[config.mk]
export PLATFORM = sky130hd
export DESIGN_NAME = button_conditioner_flat
export DESIGN_NICKNAME = d
export VERILOG_FILES = /design/src/rtl/calc_pkg.sv /design/src/rtl/button_conditioner_if.sv /design/src/rtl/debounce_bit.sv /design/src/rtl/button_conditioner.sv /design/src/flat_wrapper.sv
export SDC_FILE = /design/constraint.sdc
export NUM_CORES = 1
export LEC_CHECK = 0
export CAP_MARGIN = 10
export CORE_ASPECT_RATIO = 0.7
export CORE_MARGIN = 1.5
export CORE_UTILIZATION = 54
export CTS_CLUSTER_SIZE = 30
export DETAILED_ROUTE_END_ITERATION = 8
export HOLD_SLACK_MARGIN = 0.02
export PLACE_DENSITY = 0.75
export SYNTH_ARGS = -nofsm -noshare
export SYNTH_HDL_FRONTEND = slang
export SYNTH_HIERARCHICAL = 1
export SYNTH_SLANG_ARGS = --single-unit
export TNS_END_PERCENT = 50
[constraint.sdc]
create_clock -name clk -period 2.1 [get_ports clk]
set_clock_uncertainty 0.15 [all_clocks]
set_input_delay 0.315 -clock clk [delete_from_list [all_inputs] [get_ports clk]]
set_output_delay 0.315 -clock clk [all_outputs]
set_load 0.02 [all_outputs]
[src/rtl/calc_pkg.sv]
// -----------------------------------------------------------------------------
// calc_pkg
//
// Shared definitions for the calculator datapath: the button index map used by
// both the button conditioner and the calculator FSM, the button vector type
// and a helper that isolates the lowest set bit of a button vector.
//
// Contents:
//   BTN_CLR..BTN_MOD : bit positions of each command button (0 = highest prio)
//   NUM_BTN          : number of button lines
//   btn_vec_t        : one bit per button line
//   lowest_set_bit() : keeps only the lowest-index set bit of a vector
// -----------------------------------------------------------------------------
package calc_pkg;

    localparam int BTN_CLR = 0;
    localparam int BTN_ADD = 1;
    localparam int BTN_MUL = 2;
    localparam int BTN_DIV = 3;
    localparam int BTN_MOD = 4;
    localparam int NUM_BTN = 5;

    typedef logic [NUM_BTN-1:0] btn_vec_t;

    // Scans from the highest index down so the final write is the lowest set
    // bit; the result is either all-zero or strictly one-hot.
    function automatic btn_vec_t lowest_set_bit(input btn_vec_t v);
        btn_vec_t r;
        r = '0;
        for (int i = NUM_BTN - 1; i >= 0; i--) begin
            if (v[i]) begin
                r    = '0;
                r[i] = 1'b1;
            end
        end
        return r;
    endfunction

endpackage

[src/rtl/button_conditioner_if.sv]
// -----------------------------------------------------------------------------
// button_conditioner_if
//
// Bundles the raw button pins and the conditioned outputs of the button
// conditioner.
//
// Signals:
//   btn_raw     : raw, asynchronous, active-high button pins
//   btn_level   : debounced button levels
//   cmd         : one-hot press pulse, one cycle wide, 0 when idle
//   cmd_valid   : OR of cmd, registered alongside it
//   press_count : number of accepted commands, wraps 255 -> 0
//
// Modports:
//   master : the side that owns the pins and consumes the commands
//   slave  : the conditioner itself
// -----------------------------------------------------------------------------
interface button_conditioner_if;
    import calc_pkg::*;

    btn_vec_t   btn_raw;
    btn_vec_t   btn_level;
    btn_vec_t   cmd;
    logic       cmd_valid;
    logic [7:0] press_count;

    modport master (
        output btn_raw,
        input  btn_level,
        input  cmd,
        input  cmd_valid,
        input  press_count
    );

    modport slave (
        input  btn_raw,
        output btn_level,
        output cmd,
        output cmd_valid,
        output press_count
    );

endinterface

[src/rtl/debounce_bit.sv]
// -----------------------------------------------------------------------------
// debounce_bit
//
// Conditions one raw button line: a two-flop synchroniser followed by a
// debounce counter that only accepts a level change after the synchronised
// input has disagreed with the accepted level for DEBOUNCE_CYCLES consecutive
// cycles. Any single cycle of agreement restarts the count.
//
// Parameters:
//   DEBOUNCE_CYCLES : consecutive disagreeing cycles needed (must be >= 2)
//
// Ports:
//   clk   : system clock
//   rst   : synchronous active-high reset
//   raw   : asynchronous raw button input
//   level : debounced level, straight from a flop
// -----------------------------------------------------------------------------
module debounce_bit #(
    parameter int DEBOUNCE_CYCLES = 1_000_000
) (
    input  logic clk,
    input  logic rst,
    input  logic raw,
    output logic level
);

    // Wide enough to hold DEBOUNCE_CYCLES-1, the terminal count.
    localparam int CNT_W = $clog2(DEBOUNCE_CYCLES);
    localparam logic [CNT_W-1:0] CNT_LAST = CNT_W'(DEBOUNCE_CYCLES - 1);

    logic             s1;
    logic             s2;
    logic [CNT_W-1:0] cnt;

    // s1 -> s2 form a plain synchroniser with nothing between the flops.
    // The counter measures how long s2 has continuously disagreed with the
    // accepted level; reaching the terminal count flips the level.
    always_ff @(posedge clk) begin
        if (rst) begin
            s1    <= 1'b0;
            s2    <= 1'b0;
            cnt   <= '0;
            level <= 1'b0;
        end else begin
            s1 <= raw;
            s2 <= s1;
            if (s2 == level) begin
                cnt <= '0;
            end else if (cnt == CNT_LAST) begin
                level <= s2;
                cnt   <= '0;
            end else begin
                cnt <= cnt + CNT_W'(1);
            end
        end
    end

endmodule

[src/rtl/button_conditioner.sv]
// -----------------------------------------------------------------------------
// button_conditioner
//
// Front end for the calculator FSM. Each raw button line is synchronised and
// debounced independently; every debounced rising edge becomes a single-cycle,
// strictly one-hot command pulse. When several buttons rise in the same cycle
// only the lowest index survives and the others are dropped. Releases never
// produce commands. Every output comes straight from a flop.
//
// Parameters:
//   DEBOUNCE_CYCLES : consecutive disagreeing cycles to accept a level change
//
// Ports:
//   clk : system clock (100 MHz)
//   rst : synchronous active-high reset
//   bus : slave side of button_conditioner_if
//         btn_raw in; btn_level, cmd, cmd_valid, press_count out
// -----------------------------------------------------------------------------
module button_conditioner
    import calc_pkg::*;
#(
    parameter int DEBOUNCE_CYCLES = 1_000_000
) (
    input  logic                  clk,
    input  logic                  rst,
    button_conditioner_if.slave   bus
);

    btn_vec_t   stable;
    btn_vec_t   stable_d;
    btn_vec_t   rise;
    btn_vec_t   cmd_q;
    logic       cmd_valid_q;
    logic [7:0] press_count_q;

    // One synchroniser/debouncer per button line.
    for (genvar i = 0; i < NUM_BTN; i++) begin : g_debounce
        debounce_bit #(
            .DEBOUNCE_CYCLES (DEBOUNCE_CYCLES)
        ) u_debounce_bit (
            .clk   (clk),
            .rst   (rst),
            .raw   (bus.btn_raw[i]),
            .level (stable[i])
        );
    end

    // A rise is a debounced level that was low one cycle earlier. A button
    // that is already held has no rise, so it never masks a later press on a
    // different line.
    assign rise = stable & ~stable_d;

    // Edge history, priority pick and the accepted-command counter. The
    // counter follows the registered cmd_valid, so it lags the pulse by one
    // cycle and wraps naturally at 8 bits.
    always_ff @(posedge clk) begin
        if (rst) begin
            stable_d      <= '0;
            cmd_q         <= '0;
            cmd_valid_q   <= 1'b0;
            press_count_q <= '0;
        end else begin
            stable_d      <= stable;
            cmd_q         <= lowest_set_bit(rise);
            cmd_valid_q   <= |rise;
            press_count_q <= press_count_q + {7'd0, cmd_valid_q};
        end
    end

    assign bus.btn_level   = stable;
    assign bus.cmd         = cmd_q;
    assign bus.cmd_valid   = cmd_valid_q;
    assign bus.press_count = press_count_q;

endmodule
[src/flat_wrapper.sv]
// flat-port wrapper written by rule: the top's interface ports become plain ports
module button_conditioner_flat import calc_pkg::*;
#(
    parameter int DEBOUNCE_CYCLES = 1_000_000
)
  (clk, rst, bus_btn_raw, bus_btn_level, bus_cmd, bus_cmd_valid, bus_press_count);
  button_conditioner_if bus_i ();
  input  logic clk;
  input  logic rst;
  input wire logic [$bits(bus_i.btn_raw)-1:0] bus_btn_raw;
  output wire logic [$bits(bus_i.btn_level)-1:0] bus_btn_level;
  output wire logic [$bits(bus_i.cmd)-1:0] bus_cmd;
  output wire logic [$bits(bus_i.cmd_valid)-1:0] bus_cmd_valid;
  output wire logic [$bits(bus_i.press_count)-1:0] bus_press_count;
  assign bus_i.btn_raw = bus_btn_raw;
  assign bus_btn_level = bus_i.btn_level;
  assign bus_cmd = bus_i.cmd;
  assign bus_cmd_valid = bus_i.cmd_valid;
  assign bus_press_count = bus_i.press_count;
  button_conditioner #(.DEBOUNCE_CYCLES(DEBOUNCE_CYCLES)) u_core (.clk(clk), .rst(rst), .bus(bus_i));
endmodule
---- Word level (Yosys, flattened, before mapping) ----
Index checks and enable logic that the tools add are counted.
word-level totals
  bits in registers ....................... 134
  word-level logic and storage cells ...... 71
  output and inout bits ................... 19
  input bits .............................. 7
operators by class
  bitwise operators ....................... 7
  reduce and logical (&&, ||, !) cells .... 15
  mux-type cells .......................... 5
  $add $sub $neg .......................... 6
  equal/unequal tests ..................... 10
operators by type and width
  cell                   count
  $add 20x1->20 const B  5
  $eq 20x20->1 const B   5
  $reduce_or 3->1        6
  $reduce_and 2->1       5
  $reduce_or 5->1        2
  $add 8x1->8            1
  $and 5x5->5            1
  $eq 1x1->1             5
  $mux 5                 1
  $not 1->1              5
  $not 5->5              1
  $mux 4                 1
  $reduce_or 4->1        1
  $mux 3                 1
  $mux 2                 1
  $reduce_or 2->1        1
  $mux 1                 1

---- Depth between registers and ports, before layout ----
  depth in word-level cells ............... 7
  depth in mapped cells ................... 5
  mapped depth without buffers ............ 5

---- Cells and area by module ----
Netlist, hierarchy kept.
modules (own cells, without submodules)
  module              area each (µm²)  times used  cells an instance
  debounce_bit        1058.5           5           116
  button_conditioner  658.1            1           65

---- Least setup slack after synthesis ----
Ideal clock, no wire load.
  path type ............................... register to register
  start point ............................. register u_core.g_debounce[0].u_debounce_bit.cnt[10]
  end point ............................... register u_core.g_debounce[0].u_debounce_bit.cnt[5]
  path slack .............................. -3 ps
  clock period less this slack ............ 2103 ps
  cell stages (with the launch flop) ...... 6
  arrival time ............................ 1838 ps
  buffers on the path ..................... 1
  cell sequence ........................... dfxtp_1 > or4_1 > or4_4 > o21ai_4 > buf_8 > nor2_2
between the ends
  word-level cells in the longest chain between the ends .. 2
RTL lines
  item                       line                RTL
  from (decl)                debounce_bit.sv:33  logic [CNT_W-1:0] cnt;
  from (signal assigned)     debounce_bit.sv:53  cnt <= cnt + CNT_W'(1);
  $eq 20x20->1               debounce_bit.sv:49  end else if (cnt == CNT_LAST) begin
  $reduce_or 3->1 (no line)  --
No other way between the ends.
A chain may end at the register's enable or synchronous reset.

---- Final worst setup path ----
  start point ............................. register u_core.g_debounce[3].u_debounce_bit.cnt[19]
  end point ............................... register u_core.g_debounce[3].u_debounce_bit.level
between the ends
  word-level cells in the longest chain between the ends .. 2
RTL lines
  item                        line                RTL
  from (decl)                 debounce_bit.sv:33
  from (signal assigned)      debounce_bit.sv:53
  $eq 20x20->1                debounce_bit.sv:49
  $reduce_and 2->1 (no line)  --
  to (signal assigned)        debounce_bit.sv:43  level <= 1'b0;
  to (signal assigned)        debounce_bit.sv:50  level <= s2;
  to (decl)                   debounce_bit.sv:24  output logic level
No other way between the ends.

==> flow_summary.toml <==
[status]
status = "finished, final reports clean"

[routing]
firstDrtPassIters = 5
wirelength_um = 12500
drc = 0
via_per_inst = 5.496
dr.first_iter.drc_count = 290
ant_nets = 0
wl_per_cell_um = 13.95
vias = 4924

[worst_setup_path]
rrSetupSlack_ps = 50
r2r-start = "u_core/g_debounce[3].u_debounce_bit/cnt[19]$_SDFF_PP0_"
slowest_stage = "or4_4"
worstPathCellList = "or3b_2 -> or4_4 -> or3_4 -> a21oi_2"
cp_slowest_stage_delay_ps = 560
crit_fanout = 4
cpLargestDelayFamily = "simple AND/OR/NAND/NOR gates"
end_kind = "flop"
crit_required_ps = 2300
cp_num_buf_inv = 0
criticalPathCategory = "reg2reg"
worstPathArrival_ps = 2250
worst_r2r_path_depth = 4
r2r_end = "u_core/g_debounce[3].u_debounce_bit/level$_SDFFE_PP0P_"
critPathLaunchType = "flop"

[place]
portBuffers = 25
gp_congestion = 0.8835
place_area_um2 = 6771
place_ws_ps = 37.01
dp_hpwl_um = 8549

[floorplan]
die_h_um = 90.83
fp-row-count = 31
die-area_um2 = 11670
core_area_um2 = 10550
dieWidth_um = 128.5
start_util_pct = 56.40
num_io_pins = 26

[min_path]
holdPathStages = 1
hold_end = "u_core/bus.cmd[0]$_SDFF_PP0_"
min_from = "u_core/stable_d[0]$_SDFF_PP0_"
min-delay-path-class = "reg2reg"

[sta]
min_period_ps = 2054
setup_ws_ps = 46.18
setup_viol = 0
fin_crit_sh_pct = 97.80
fin_hold_ws_ps = 260.9
hold_viol_final = 0
fmax_ghz = 0.4869
worst_slew_pin_slew_ps = 413.7
maxSlewViolCount = 0
maxSlewHeadroom_pct = 72.17

[yosys]
synth-edff-count = 0
synth_area_um2 = 5951
synth_top_family_by_area = "simple AND/OR/NAND/NOR gates"
synth.yosys.warnings = 6
yosys.area.top_type = "dfxtp_1"
synthXorXnorAreaFrac_pct = 10.01
synth_seq_cells = 134
synthAdderAreaFrac_pct = 1.472
synth_cell_types = 32
synth_top_area_share_pct = 45.08
ys_seq_area_share_pct = 45.08
syn_avg_cell_area_um2 = 9.226
synth_mux_area_share_pct = 0.8410
synthCells = 645
yosys.area_share.simple_pct = 31.54
syn-num-nets = 659
ys.flop_type = "dfxtp_1"
synth-compound-area-share_pct = 8.347
yosys-top-cells-area = "dfxtp_1, xnor2_1, nor2_2"
postSynth.asyncResetShare_pct = 0

[pwr]
switchingPower_mw = 1.192
switching_share_pct = 20.17
power_leakage_nw = 2.310
p_int_mw = 4.718
ir_drop_mv = 0.6457
pwr-share-comb_pct = 1.6
p_clk_share_pct = 55.1
p_seq_share_pct = 43.4
power.density_nw_per_um2 = 788.8

[final_layout]
final_cell_area_um2 = 7492
final_common_cell = "dfxtp_1"
drive_above_1_share_pct = 22.19
antenna_cells = 0
nets = 749
mostFrequentLayoutCells = "dfxtp_1, xnor2_1, nor2_2"
syn_to_final_growth_pct = 25.90
multi_input_area_um2 = 3137
fillers = 783
regArea_um2 = 2689

[global_routing]
use_met1_pct = 29.56
grtUsageMet3_pct = 4.976
grtUsageMet2_pct = 35.57
grt_overflow_total = 0
grt_use_total_pct = 22.24
grt_pass1_vias = 4623
grt_busiest_layer = "met2"
grt_pass1_wl_um = 20860
grt_antenna_before_repair = 0
grt_max_degree = 35

[clocking]
cts_tree = "yes"
cts_root_buffer = "clkbuf_16"
path_clk_slew_ps = 60
cts_buffers = 17
htreeDepth = 4
cts.sinks = 134
clk_latency_ps = 410
clk_path_buf_depth = 2
hold_buffers = 0

[run]
cap_violations = 0
[synth_stat cells (21+ instances only)]
master	number
dfxtp_1	134
xnor2_1	56
nor2_2	50
nand2_1	43
nand3_1	42
a21oi_1	34
or3_1	28
nor2_1	25
or4_1	25
nor2b_1	24
o21ai_0	23
nand4_1	22
nor3_1	21
[area by class of cell]
cell class / count / area share (%)
multi-input cells: 483 / 41.87
inverters: 17 / 0.8517
clock buffers: 18 / 5.728
repair buffers: 82 / 10.22
well taps: 148 / 2.472
clock inverters: 14 / 2.973
flip-flops and latches: 134 / 35.89
[how the worst max path moves through the flow]
stage | startpoint | end | cells past startpoint
after floorplan | u_core/g_debounce[0].u_debounce_bit/cnt[15]$_SDFF_PP0_ | u_core/g_debounce[0].u_debounce_bit/cnt[5]$_SDFF_PP0_ | 5
after global placement | u_core/g_debounce[0].u_debounce_bit/cnt[19]$_SDFF_PP0_ | u_core/g_debounce[0].u_debounce_bit/cnt[13]$_SDFF_PP0_ | 5
after detailed placement | u_core/g_debounce[4].u_debounce_bit/cnt[19]$_SDFF_PP0_ | u_core/g_debounce[4].u_debounce_bit/cnt[19]$_SDFF_PP0_ | 5
after CTS | u_core/g_debounce[4].u_debounce_bit/cnt[19]$_SDFF_PP0_ | u_core/g_debounce[4].u_debounce_bit/cnt[19]$_SDFF_PP0_ | 5
after global routing | u_core/g_debounce[2].u_debounce_bit/cnt[3]$_SDFF_PP0_ | u_core/g_debounce[2].u_debounce_bit/cnt[15]$_SDFF_PP0_ | 4
final | u_core/g_debounce[3].u_debounce_bit/cnt[19]$_SDFF_PP0_ | u_core/g_debounce[3].u_debounce_bit/level$_SDFFE_PP0P_ | 4
[kinds of logic after synthesis]
logic type                 Yosys count
and+or+nand+nor                    324
DFF                                134
adders and majority gates            7
buffers and inverters               28
xor gates and xnor gates            68
muxes                                5
AOI/OAI and AO/OA                   79
[per-layer routing]
metal / wire [um] / up-vias
met3: 378 / 16
met2: 5780 / 88
met5: 0 / -
met1: 6177 / 2326
li1: - / 2494
met4: 159 / 0
[power by group through the flow]
stage	clock [mW]	sequential (mW)	combinational [mW]
after global routing	3.42	2.56	0.0992
after global placement	0	2.62	0.0856
after CTS	3.30	2.56	0.0886
after floorplan	0	2.62	0.0471
after detailed placement	0	2.62	0.0877
final	3.26	2.56	0.0916
[per-stage QoR]
| stage | TNS (ps) | std cells | total power, mW | util [%] |
|---|---|---|---|---|
| floorplan | 0 | 645 | 2.664 | - |
| global placement | 0 | 863 | 2.703 | 64.18 |
| detailed placement | 0 | 863 | 2.706 | 64.18 |
| CTS | 0 | 895 | 5.955 | 70.36 |
| global route | -4.813 | 896 | 6.081 | 71.02 |
| finish | 0 | 896 | 5.910 | 71.02 |
[flip-flops by register name, summed over array words and instances (netlist names)]
signal                                  count
u_core/g_debounce.u_debounce_bit/cnt      100
u_core/bus.press_count                      8
u_core/bus.cmd                              5
u_core/g_debounce.u_debounce_bit/level      5
u_core/g_debounce.u_debounce_bit/s1         5
u_core/g_debounce.u_debounce_bit/s2         5
u_core/stable_d                             5
u_core/bus.cmd_valid                        1
[repair_timing]
| item | CTS | global route |
|---|---|---|
| setup buffers | 0 | 0 |
| resized for setup | 0 | 15 |
| setup endpoints to repair | 0 | 50 |
(Power assumes the default switching activity.)
